### src/rtl/tick_scheduler_pkg.sv
// Shared types and helpers for the tick scheduler.
// Build option: TICK_SCHED_DEBOUNCE_EN.
package tick_sched_pkg;

    typedef enum logic [1:0] {
        IDLE,
        RUN,
        STEP,
        STEP_WAIT
    } state_t;

    localparam int RATE_W = 3;

    // Last counter value of a period of 2^(base+rate) cycles.
    function automatic logic [63:0] term_count(
        input int unsigned base,
        input int unsigned rate
    );
        return (64'd1 << (base + rate)) - 64'd1;
    endfunction

endpackage

### src/rtl/tick_scheduler_if.sv
// Control/status bundle between the board inputs, the scheduler
// and the multiplier controller that consumes tick.
interface tick_scheduler_if #(
    parameter int RATE_W = tick_sched_pkg::RATE_W
) ();

    logic              run;
    logic              step_req;
    logic [RATE_W-1:0] rate_sel;
    logic              tick;
    logic              running;
    logic [7:0]        tick_cnt;

    modport master (
        output run,
        output step_req,
        output rate_sel,
        input  tick,
        input  running,
        input  tick_cnt
    );

    modport slave (
        input  run,
        input  step_req,
        input  rate_sel,
        output tick,
        output running,
        output tick_cnt
    );

endinterface

### src/rtl/step_debounce.sv
// Step button filter: output follows the raw input only after it
// has held a new value for 2^DEB_W consecutive cycles.
module step_debounce #(
    parameter int DEB_W = 16
) (
    input  logic osc_clk,
    input  logic nReset,
    input  logic raw,
    output logic filt
);

    logic [DEB_W-1:0] stable_cnt;
    logic             filt_q;

    always_ff @(posedge osc_clk or negedge nReset) begin
        if (!nReset) begin
            stable_cnt <= '0;
            filt_q     <= 1'b0;
        end else if (raw == filt_q) begin
            stable_cnt <= '0;
        end else if (&stable_cnt) begin
            filt_q     <= raw;
            stable_cnt <= '0;
        end else begin
            stable_cnt <= stable_cnt + DEB_W'(1);
        end
    end

    assign filt = filt_q;

endmodule

### src/rtl/tick_scheduler.sv
// Programmable tick pulse generator with free-run and single-step modes.
// Build option: TICK_SCHED_DEBOUNCE_EN adds a step_req debouncer.
module tick_scheduler #(
    parameter int BASE   = 14,
    parameter int RATE_W = tick_sched_pkg::RATE_W
`ifdef TICK_SCHED_DEBOUNCE_EN
    ,
    parameter int DEB_W  = 16
`endif
) (
    input  logic           osc_clk,
    input  logic           nReset,
    tick_scheduler_if.slave bus
);

    import tick_sched_pkg::*;

    localparam int CW = BASE + 2**RATE_W - 1;

    state_t            state;
    state_t            state_nx;
    logic [CW-1:0]     count;
    logic [CW-1:0]     count_nx;
    logic [CW-1:0]     tc;
    logic [RATE_W-1:0] rate_q;
    logic              step_sig;
    logic              step_q;
    logic              step_edge_q;
    logic              at_tc;
    logic              issue;
    logic              latch_rate;
    logic              tick_q;
    logic              running_q;
    logic [7:0]        tick_cnt_q;

`ifdef TICK_SCHED_DEBOUNCE_EN
    step_debounce #(
        .DEB_W(DEB_W)
    ) u_deb (
        .osc_clk(osc_clk),
        .nReset (nReset),
        .raw    (bus.step_req),
        .filt   (step_sig)
    );
`else
    assign step_sig = bus.step_req;
`endif

    assign tc = CW'(term_count(BASE, 32'(rate_q)));

    always_ff @(posedge osc_clk or negedge nReset) begin
        if (!nReset) begin
            state <= IDLE;
        end else begin
            state <= state_nx;
        end
    end

    always_comb begin
        state_nx = state;
        unique case (state)
            IDLE: begin
                if (bus.run) begin
                    state_nx = RUN;
                end else if (step_edge_q) begin
                    state_nx = STEP;
                end
            end
            RUN: begin
                if (!bus.run) begin
                    state_nx = IDLE;
                end
            end
            STEP: begin
                state_nx = STEP_WAIT;
            end
            STEP_WAIT: begin
                if (!step_sig) begin
                    state_nx = bus.run ? RUN : IDLE;
                end
            end
            default: begin
                state_nx = IDLE;
            end
        endcase
    end

    // A tick landing on the stop edge is still delivered.
    always_comb begin
        at_tc      = (state == RUN) && (count == tc);
        issue      = at_tc || (state == STEP);
        latch_rate = issue || ((state != RUN) && (state_nx == RUN));
        count_nx   = '0;
        if ((state == RUN) && bus.run && !at_tc) begin
            count_nx = count + CW'(1);
        end
    end

    always_ff @(posedge osc_clk or negedge nReset) begin
        if (!nReset) begin
            step_q      <= 1'b0;
            step_edge_q <= 1'b0;
        end else begin
            step_q      <= step_sig;
            step_edge_q <= step_sig & ~step_q;
        end
    end

    always_ff @(posedge osc_clk or negedge nReset) begin
        if (!nReset) begin
            count      <= '0;
            rate_q     <= '0;
            tick_q     <= 1'b0;
            running_q  <= 1'b0;
            tick_cnt_q <= '0;
        end else begin
            count     <= count_nx;
            tick_q    <= issue;
            running_q <= (state == RUN);
            if (latch_rate) begin
                rate_q <= bus.rate_sel;
            end
            if (issue) begin
                tick_cnt_q <= tick_cnt_q + 8'd1;
            end
        end
    end

    assign bus.tick     = tick_q;
    assign bus.running  = running_q;
    assign bus.tick_cnt = tick_cnt_q;

endmodule
### src/flat_wrapper.sv
// flat-port wrapper written by rule: the top's interface ports become plain ports
module tick_scheduler_flat import tick_sched_pkg::*;
#(
    parameter int BASE   = 14,
    parameter int RATE_W = tick_sched_pkg::RATE_W

)
  (osc_clk, nReset, bus_run, bus_step_req, bus_rate_sel, bus_tick, bus_running, bus_tick_cnt);
  tick_scheduler_if #(.RATE_W(RATE_W)) bus_i ();
  input  logic osc_clk;
  input  logic nReset;
  input wire logic [$bits(bus_i.run)-1:0] bus_run;
  input wire logic [$bits(bus_i.step_req)-1:0] bus_step_req;
  input wire logic [$bits(bus_i.rate_sel)-1:0] bus_rate_sel;
  output wire logic [$bits(bus_i.tick)-1:0] bus_tick;
  output wire logic [$bits(bus_i.running)-1:0] bus_running;
  output wire logic [$bits(bus_i.tick_cnt)-1:0] bus_tick_cnt;
  assign bus_i.run = bus_run;
  assign bus_i.step_req = bus_step_req;
  assign bus_i.rate_sel = bus_rate_sel;
  assign bus_tick = bus_i.tick;
  assign bus_running = bus_i.running;
  assign bus_tick_cnt = bus_i.tick_cnt;
  tick_scheduler #(.BASE(BASE), .RATE_W(RATE_W)) u_core (.osc_clk(osc_clk), .nReset(nReset), .bus(bus_i));
endmodule
### config.mk
export PLATFORM = sky130hd
export DESIGN_NAME = tick_scheduler_flat
export DESIGN_NICKNAME = d
export VERILOG_FILES = /design/src/rtl/tick_scheduler_pkg.sv /design/src/rtl/tick_scheduler_if.sv /design/src/rtl/step_debounce.sv /design/src/rtl/tick_scheduler.sv /design/src/flat_wrapper.sv
export SDC_FILE = /design/constraint.sdc
export NUM_CORES = 1
export LEC_CHECK = 0
export BUFFER_PORTS_ARGS = -buffer_cell sky130_fd_sc_hd__buf_2
export CAP_MARGIN = 20
export CORE_ASPECT_RATIO = 1.25
export CORE_MARGIN = 5
export CORE_UTILIZATION = 45
export CTS_CLUSTER_DIAMETER = 40
export CTS_CLUSTER_SIZE = 8
export DETAILED_ROUTE_END_ITERATION = 8
export PLACE_DENSITY = 0.66
export SYNTH_ARGS = -nofsm -noshare
export SYNTH_HDL_FRONTEND = slang
export SYNTH_SLANG_ARGS = --single-unit
### constraint.sdc
create_clock -name osc_clk -period 2.45 [get_ports osc_clk]
set_input_delay 0.1225 -clock osc_clk [delete_from_list [all_inputs] [get_ports osc_clk]]
set_output_delay 0.1225 -clock osc_clk [all_outputs]
set_load 0.02 [all_outputs]
==> flow_metrics.py, run 1 <==
metrics = {
    "status": {
        "status": "finished, final reports clean",
    },
    "routing": {
        "drc_errors": 0,
        "routed_via_density": 5.00,
        "wire_per_inst_um": 13.4,
        "drt-initial-drc-count": 64,
        "drt_pre_antenna_iters": 4,
        "vias": 1471,
        "wirelength_mm": 3.93,
        "ant_nets": 0,
    },
    "timing": {
        "tns_ns": 0,
        "slew_headroom": 0.448,
        "setup_viol": 0,
        "tightest_slew_ns": 0.828,
        "finalCriticalPeriod_ns": 2.36,
        "max_freq_mhz": 423,
        "min_period_over_period": 0.965,
        "finalHoldViolCount": 0,
        "whs_ns": 0.0642,
        "slew_violations": 0,
        "skew_ns": 0.00530,
    },
    "clock_tree": {
        "cts_root_buffer": "clkbuf_8",
        "clk_latency_ns": 0.28,
        "numCtsBuffers": 5,
        "cts_tree": "yes",
        "h-tree-depth": 2,
        "cts_buffer_depth": 2,
        "clock-sinks": 38,
        "clk_pin_slew_ns": 0.07,
    },
    "place": {
        "dp_hpwl_mm": 2.66,
        "dp.cells": 280,
        "port-buffer-count": 16,
        "gp_congestion": 0.753,
    },
    "setup_path": {
        "required_ns": 2.62,
        "worstPathArrival_ns": 2.53,
        "startpoint_type": "flop",
        "cp_max_fo": 5,
        "r2r_setup_slack_ns": 0.09,
        "cp-end-kind": "flop",
        "crit_type": "flop to flop",
    },
    "synthesis": {
        "ys_seq_area_frac": 0.461,
        "ys_ff_latch": 38,
        "synthCells": 204,
        "synth_fp_nets": 219,
        "avgSynthCellArea_um2": 10.1,
        "syn_area_um2": 2060,
        "synth_cell_types": 36,
        "ys_warn_count": 0,
    },
    "power_and_ir_drop": {
        "p_switching_uw": 676,
        "power_density_nw_per_um2": 782,
        "power.internal_uw": 1270,
        "leakage_uw": 0.00106,
        "p_total_uw": 1950,
        "switching_share": 0.347,
        "p_seq_frac": 0.411,
        "combPwrFrac": 0.363,
        "pwr-share-clk": 0.226,
        "ir_worst_vdd_mv": 0.612,
    },
    "die": {
        "core_um2": 4430,
        "initial_core_util": 0.466,
        "die_h_um": 85.7,
        "die_x_um": 70.6,
        "die-area_um2": 6050,
        "fp-row-count": 27,
        "ios": 17,
    },
    "final_layout": {
        "final_cells": 294,
        "area_growth_pct": 20.7,
        "insertedDiodeCount": 0,
        "finalNetCount": 250,
        "layout-drive-gt1-share": 0.237,
    },
    "min_path": {
        "hp-class": "input port to flop",
    },
    "global_route": {
        "grt_pass1_vias": 1547,
        "grt_first_pass_wirelength_mm": 6.89,
        "grtUsageTotal": 0.140,
        "grt_max_degree": 39,
        "grt-ovfl-total": 0,
        "antenna_found_initial": 0,
    },
    "flow_run": {
        "maxCapViolCount": 0,
    },
}
area by class of cell:
class / instances / area [um^2]
inverter: 9 / 36.3
clock buffer: 7 / 86.3
multi-input combinational: 153 / 1150
timing repair buffer: 28 / 188
tap: 58 / 72.6
fill: 394 / 1940
clock inverter: 1 / 5.00
sequential: 38 / 951
Yosys cell counts, drive strengths merged:
cell / count / area share
dfrtp: 38 / 0.46
buf: 5 / 0.016
or3b: 1 / 0.0042
a22oi: 1 / 0.0036
nor2b: 3 / 0.0091
and4: 1 / 0.0042
nand4b: 2 / 0.016
inv: 9 / 0.016
mux2: 5 / 0.027
a2111oi: 1 / 0.013
nand3: 15 / 0.041
nor4bb: 1 / 0.0049
xnor2: 18 / 0.076
a21oi: 6 / 0.015
and2: 1 / 0.0030
and3: 1 / 0.0030
conb: 2 / 0.0036
nand2: 14 / 0.027
mux2i: 1 / 0.0049
o21ai: 3 / 0.0073
nor2: 28 / 0.051
nand2b: 2 / 0.0061
nor3: 5 / 0.012
nand4: 7 / 0.021
ha: 8 / 0.049
or3: 3 / 0.0091
xor2: 18 / 0.076
a21boi: 1 / 0.0036
nor3b: 2 / 0.0073
or4: 1 / 0.0055
nor4: 1 / 0.0030
power groups by stage:
stage	sequential (uW)	clock [uW]	combinational [uW]
detailed placement	811	0	626
global placement	812	0	616
floorplan	886	0	367
global route	819	479	775
CTS	801	451	631
finish	800	439	707
sequential cells by signal, summed over array words and instances (netlist names):
| name | cells |
|---|---|
| u_core.step_q | 1 |
| u_core.bus.tick | 1 |
| u_core.rate_q | 3 |
| u_core.state | 2 |
| u_core.count | 21 |
| u_core.bus.running | 1 |
| u_core.bus.tick_cnt | 8 |
| u_core.step_edge_q | 1 |
routing by layer:
metal | part of all wire | up-vias | GRT usage
li1 | - | 742 | -
met1 | 0.50 | 713 | 0.183
met2 | 0.48 | 14 | 0.230
met3 | 0.017 | 2 | 0.0317
met4 | 0.0069 | 0 | 0.0462
met5 | 0 | - | 0
what timing repair did:
item	4_1_cts	5_1_grt
hold buffers	2	0
buffers inserted	0	3
gates resized for setup	0	10
hold endpoints to repair	39	0
endpoints found under the setup margin	0	28
cell families (layout without fill, tap and decap cells):
| logic type | count (synthesis) | in the layout | share of synthesized area |
|---|---|---|---|
| simple gates | 88 | 89 | 0.227 |
| flops | 38 | 38 | 0.461 |
| xor+xnor | 36 | 36 | 0.153 |
| buf+inv | 14 | 45 | 0.0321 |
| compound gates | 12 | 12 | 0.0425 |
| fa+ha+maj | 8 | 8 | 0.0485 |
| mux | 6 | 6 | 0.0321 |
| other cells | 2 | 2 | 0.00364 |
critical path, stage by stage (launching register included):
cell      delay [ns]
dfrtp_1         0.39
inv_4           0.06
ha_4            0.17
buf_4           0.15
or3b_4          0.38
nor4_4          0.30
a21oi_2         0.07
nand4b_4        0.27
nand2_2         0.14
mux2_1          0.32
through the flow:
step,util,cell area [um^2],setup slack [ns]
floorplan,-,2110,0.00109
global placement,0.517,2290,0.0835
detailed placement,0.517,2290,0.0278
CTS,0.543,2400,0.0172
global route,0.563,2490,-0.00944
finish,0.563,2490,0.0859
worst paths after layout:
check | startpoint | to | depth (start not counted)
max | u_core.rate_q[1]$_DFFE_PN0P_ | u_core.bus.tick_cnt[1]$_DFFE_PN0P_ | 9
min | bus_rate_sel[0] | u_core.rate_q[0]$_DFFE_PN0P_ | 2
max reg2reg | u_core.rate_q[1]$_DFFE_PN0P_ | u_core.bus.tick_cnt[1]$_DFFE_PN0P_ | 9
min reg2reg | u_core.step_q$_DFF_PN0_ | u_core.step_edge_q$_DFF_PN0_ | 1
max in group asynchronous | nReset | u_core.count[1]$_DFF_PN0_ | 2
min in group asynchronous | nReset | u_core.step_q$_DFF_PN0_ | 2
placed cells by master (no fill, tap or decap), types with 2 or more instances in the layout:
cell type	n
nor2b_1	3
xor2_1	17
nor3_1	5
nand2b_1	2
buf_4	9
nand3_1	13
conb_1	2
nor2_1	28
a21oi_1	5
or3_1	2
dlygate4sd3_1	2
dfrtp_1	38
clkbuf_8	6
nand2_1	13
inv_1	7
buf_2	16
ha_4	2
nand4_1	7
mux2_4	3
ha_1	5
o21ai_0	3
xnor2_1	18
No activity file was read; power rests on OpenSTA's default activity.
==> run 2, diff against run 1 <==
- CORE_ASPECT_RATIO: 1.25 -> 0.9
==> run 2 against run 1 <==
Compared with the run above:
- count of clock-buffer cells in the layout fell by 1
- first-iteration DRC count fell by 4.7%
- sequential share of layout area rose by 0.41 points
- worst setup slack improved by 0.018 ns
- sequential power rose by 1%
- via count fell by 2.0%
- critical path type unchanged
==> flow_metrics.py, run 2 (same netlist as run 1, synthesis figures left out) <==
metrics = {
    "global_route": {
        "grt_pass1_vias": 1415,
        "antenna_found_initial": 0,
        "grtUsageTotal": 0.146,
        "grt-ovfl-total": 0,
        "grt_max_degree": 39,
        "met3_usage": 0.0363,
        "top_usage_layer": "met2",
        "grt_first_pass_wirelength_mm": 6.74,
        "use_met2": 0.223,
        "grtUsageMet1": 0.206,
    },
    "final_layout": {
        "insertedDiodeCount": 0,
        "top_register": "u_core.count",
        "final_common_cell": "dfrtp_1",
        "mostFrequentLayoutCells": "dfrtp_1 (38), nor2_1 (28), xor2_1 (18), xnor2_1 (17), buf_2 (16)",
        "area_growth_pct": 19.4,
        "largest_register_ffs": 21,
        "finalNetCount": 247,
        "layout-drive-gt1-share": 0.216,
        "finalInstanceArea_um2": 2460,
        "final_cells": 293,
    },
    "place": {
        "port-buffer-count": 16,
        "gp_congestion": 0.756,
        "dpl_worst_slack_ns": -0.0336,
        "dp_hpwl_mm": 2.64,
        "placed_area_um2": 2290,
        "dp.cells": 283,
    },
    "flow_run": {
        "maxCapViolCount": 0,
    },
    "setup_path": {
        "worstPathArrival_ns": 2.52,
        "required_ns": 2.62,
        "crit_type": "flop to flop",
        "cpMaxStageDelayCell": "dfrtp_1",
        "startpoint_type": "flop",
        "cpPeakStageDelay_ns": 0.39,
        "cp-end-kind": "flop",
        "r2r_cells": 10,
        "crit_chain": "inv_4 -> ha_4 -> nand2_1 -> or3_4 -> a2111oi_4 -> nand4b_4 -> buf_4 -> nand3_4 -> clkbuf_16 -> nor2_1",
        "cp_max_fo": 10,
    },
    "timing": {
        "finalHoldViolCount": 0,
        "finalWorstSetupSlack_ns": 0.104,
        "min_period_over_period": 0.958,
        "slew_headroom": 0.446,
        "setup_viol": 0,
        "max_freq_mhz": 426,
        "tightest_slew_ns": 0.831,
        "slew_violations": 0,
        "grt_setup_unrepaired": "true",
        "skew_ns": 0.00238,
        "whs_ns": 0.0698,
        "finalCriticalPeriod_ns": 2.35,
    },
    "power_and_ir_drop": {
        "pwr-share-clk": 0.224,
        "power.internal_uw": 1230,
        "p_switching_uw": 636,
        "ir_worst_vdd_mv": 0.563,
        "leakage_uw": 0.00103,
        "combPwrFrac": 0.342,
        "p_total_uw": 1870,
        "p_seq_frac": 0.434,
        "power_density_nw_per_um2": 757,
        "switching_share": 0.341,
    },
    "routing": {
        "drt_pre_antenna_iters": 4,
        "ant_nets": 0,
        "wirelength_mm": 3.84,
        "drt-initial-drc-count": 61,
        "vias": 1441,
        "routed_via_density": 4.92,
        "wire_per_inst_um": 13.1,
        "drc_errors": 0,
    },
    "min_path": {
        "hp-class": "input port to flop",
        "hold_depth": 2,
    },
    "clock_tree": {
        "numCtsBuffers": 5,
        "clk_latency_ns": 0.28,
        "clock-sinks": 38,
        "h-tree-depth": 2,
        "cts_tree": "yes",
        "cts_root_buffer": "clkbuf_8",
        "cts_buffer_depth": 2,
        "clk_pin_slew_ns": 0.07,
    },
    "die": {
        "core_um2": 4460,
        "die_x_um": 81.4,
        "fp-row-count": 23,
        "die-area_um2": 6040,
        "ios": 17,
        "initial_core_util": 0.463,
        "die_h_um": 74.2,
    },
    "status": {
        "status": "finished, final reports clean",
    },
}
## run 2: path summary, 6_finish.rpt
check / startpoint / to / slack, ns
setup / recovery: u_core.rate_q[1]$_DFFE_PN0P_ / u_core.count[20]$_DFF_PN0_ / 0.10
max in group asynchronous: nReset / u_core.count[0]$_DFF_PN0_ / 1.45
setup reg to reg: u_core.rate_q[1]$_DFFE_PN0P_ / u_core.count[20]$_DFF_PN0_ / 0.10
min in group asynchronous: nReset / u_core.count[6]$_DFF_PN0_ / 0.47
hold reg to reg: u_core.step_q$_DFF_PN0_ / u_core.step_edge_q$_DFF_PN0_ / 0.40
hold / removal: bus_rate_sel[0] / u_core.rate_q[0]$_DFFE_PN0P_ / 0.07
## run 2: power by group through the flow
| stage | combinational, uW | sequential, uW | clock (uW) |
|---|---|---|---|
| floorplan | 367 | 886 | 0 |
| global placement | 596 | 819 | 0 |
| detailed placement | 603 | 816 | 0 |
| CTS | 616 | 809 | 436 |
| global route | 710 | 830 | 460 |
| finish | 637 | 810 | 419 |
## run 2: cell type report
type                    count  area (um^2)
fillers                   394         2000
multi-input cells         152         1130
flip-flops and latches     38          951
repair buffers             26          190
clock buffers               6         82.6
well taps                  62         77.6
inverters                   9         36.3
## run 2: routing by layer
| metal | up-vias | routed length (um) | share of wire |
|---|---|---|---|
| met4 | 0 | 41 | 0.011 |
| li1 | 733 | - | - |
| met1 | 686 | 1900 | 0.50 |
| met2 | 18 | 1790 | 0.46 |
| met3 | 4 | 108 | 0.028 |
| met5 | - | 0 | 0 |
## run 2: critical path, delay by kind of cell (launching register included)
kind | cells | cell delay [ns]
simple gates | 5 | 0.78
buf+inv | 3 | 0.42
flops | 1 | 0.39
compound gates | 1 | 0.36
fa+ha+maj | 1 | 0.29
## run 2: metrics by stage
stage,setup TNS (ns),utilization
final,0,0.552
after global routing,-0.0486,0.552
after CTS,0,0.538
after detailed placement,-0.0458,0.513
after global placement,0,0.513
after floorplan,0,-
## run 2: timing repair
action,CTS,global route
gates cloned,0,1
gates resized for setup,1,7
pin swaps,0,5
hold buffers,2,0
setup endpoints to repair,7,8
endpoints found under the hold margin,39,0
setup buffers,0,1
==> run 3, diff against run 2 <==
==> constraint.sdc (replaced) <==
create_clock -name osc_clk -period 2.45 [get_ports osc_clk]
set_input_delay 0 -clock osc_clk [delete_from_list [all_inputs] [get_ports osc_clk]]
set_output_delay 0 -clock osc_clk [all_outputs]
set_load 0.02 [all_outputs]
==> run 3 against run 2 <==
Compared with the run above:
- sequential power about the same
- sequential share of layout area decreased by 0.62 points
- worst setup slack is essentially flat
- die area is the same
- critical endpoint unchanged
==> flow_metrics.py, run 3 (same netlist as run 1, synthesis figures left out) <==
metrics = {
    "timing": {
        "grt_setup_unrepaired": "true",
        "finalWorstSetupSlack_ns": 0.104,
        "slew_violations": 0,
        "finalCriticalPeriod_ns": 2.35,
        "min_period_over_period": 0.958,
        "setup_viol": 0,
        "skew_ns": 0.00257,
        "tightest_slew_ns": 0.831,
        "slew_headroom": 0.446,
        "finalHoldViolCount": 0,
        "max_freq_mhz": 426,
    },
    "global_route": {
        "antenna_found_initial": 0,
        "grt_max_degree": 39,
        "grtUsageTotal": 0.148,
        "grt_pass1_vias": 1433,
        "grt-ovfl-total": 0,
        "grt_first_pass_wirelength_mm": 6.81,
    },
    "setup_path": {
        "r2r_cells": 10,
        "cp-end-kind": "flop",
        "r2r_setup_slack_ns": 0.10,
        "startpoint_type": "flop",
        "cpMaxStageDelayCell": "dfrtp_1",
        "worstPathArrival_ns": 2.52,
        "timing.rr.end": "u_core.count[20]$_DFF_PN0_",
        "cp_max_fo": 10,
        "crit_type": "flop to flop",
        "r2r_start": "u_core.rate_q[1]$_DFFE_PN0P_",
        "cp-startpoint": "u_core.rate_q[1]$_DFFE_PN0P_",
        "required_ns": 2.62,
        "cpPeakStageDelay_ns": 0.39,
        "crit_chain": "inv_4 -> ha_4 -> nand2_1 -> or3_4 -> a2111oi_4 -> nand4b_4 -> buf_4 -> nand3_4 -> clkbuf_16 -> nor2_1",
    },
    "final_layout": {
        "mostFrequentLayoutCells": "dfrtp_1 (38), nor2_1 (28), xor2_1 (18), xnor2_1 (17), buf_2 (16)",
        "insertedDiodeCount": 0,
        "area_growth_pct": 21.3,
        "multi_input_area_um2": 1130,
        "final_common_cell": "dfrtp_1",
        "layout-drive-gt1-share": 0.213,
        "finalNetCount": 251,
        "largest_register_ffs": 21,
        "fill_cells": 396,
        "seqCellArea_um2": 951,
        "top_register": "u_core.count",
    },
    "routing": {
        "drt_pre_antenna_iters": 4,
        "routed_via_density": 4.90,
        "drt-initial-drc-count": 66,
        "wire_per_inst_um": 13.0,
        "ant_nets": 0,
        "vias": 1455,
        "wirelength_mm": 3.87,
        "drc_errors": 0,
    },
    "place": {
        "dpl_worst_slack_ns": -0.0336,
        "gp_congestion": 0.756,
        "port-buffer-count": 16,
        "dp_hpwl_mm": 2.64,
    },
    "clock_tree": {
        "clock-sinks": 38,
        "cts_buffer_depth": 2,
        "numCtsBuffers": 5,
        "cts_tree": "yes",
        "h-tree-depth": 2,
        "clk_latency_ns": 0.28,
        "clk_pin_slew_ns": 0.07,
        "cts_root_buffer": "clkbuf_8",
    },
    "power_and_ir_drop": {
        "power_density_nw_per_um2": 747,
        "ir_worst_vdd_mv": 0.563,
        "leakage_uw": 0.00104,
        "p_total_uw": 1870,
    },
    "die": {
        "ios": 17,
        "die_h_um": 74.2,
        "initial_core_util": 0.463,
        "core_um2": 4460,
        "die-area_um2": 6040,
        "fp-row-count": 23,
        "die_x_um": 81.4,
    },
    "status": {
        "status": "finished, final reports clean",
    },
    "flow_run": {
        "maxCapViolCount": 0,
    },
    "min_path": {
        "hp-class": "input port to async pin",
    },
}
[run 3: cell count changes in the layout (fill, tap and decap cells not counted), sizes merged]
cell         change
dlygate4sd3      +4
[run 3: how the worst max path moves through the flow]
| stage | to | depth (start not counted) |
|---|---|---|
| 2_1_floorplan | u_core.rate_q[0]$_DFFE_PN0P_ | 10 |
| 3_3_place_gp | u_core.bus.tick_cnt[4]$_DFFE_PN0P_ | 9 |
| 3_5_place_dp | u_core.bus.tick_cnt[3]$_DFFE_PN0P_ | 9 |
| 4_1_cts | u_core.bus.tick_cnt[5]$_DFFE_PN0P_ | 9 |
| 5_1_grt | u_core.count[4]$_DFF_PN0_ | 10 |
| 6_report | u_core.count[20]$_DFF_PN0_ | 10 |
[run 3: timing repair]
item,in CTS,in global routing
pin swaps,0,5
gates cloned,0,1
setup buffers,0,1
hold buffers,6,0
endpoints found under the hold margin,45,0
resized for setup,1,7
endpoints found under the setup margin,7,8
[run 3: where the power goes]
part / leakage, uW / total, uW / switching, uW / internal, uW
clock network: 0.0000431 / 418 / 202 / 217
logic: 0.000515 / 642 / 339 / 304
registers: 0.000486 / 810 / 96.2 / 714
[run 3: final cells by class]
type,instances,area share
inverter,9,0.0145
sequential,38,0.380
timing repair buffer,30,0.0920
tap,62,0.0310
clock buffer,6,0.0330
multi-input combinational,152,0.450
[run 3: layer usage]
metal	routed length (um)	track usage	part of all wire	vias up
met5	0	0	0	-
met4	41	0.0450	0.011	0
li1	-	-	-	741
met1	1930	0.208	0.50	692
met3	108	0.0363	0.028	4
met2	1790	0.225	0.46	18
[run 3: worst max-delay path: cells and delay by family (launching register included)]
family	cells	cell delay, ns
buffers and inverters	3	0.42
AND/OR/NAND/NOR	5	0.78
AO/OA/AOI/OAI	1	0.36
flip-flops	1	0.39
adder cells (fa/ha/maj)	1	0.29
[run 3: stage by stage]
step | setup TNS (ns) | util | instance area [um^2] | hold WS [ns] | cells
after floorplan | 0 | - | 2110 | -0.296 | 204
after global placement | 0 | 0.513 | 2290 | 0.143 | 283
after detailed placement | -0.0458 | 0.513 | 2290 | 0.142 | 283
after CTS | 0 | 0.547 | 2440 | 0.375 | 295
after global routing | -0.0486 | 0.561 | 2500 | 0.403 | 297
final | 0 | 0.561 | 2500 | 0.351 | 297
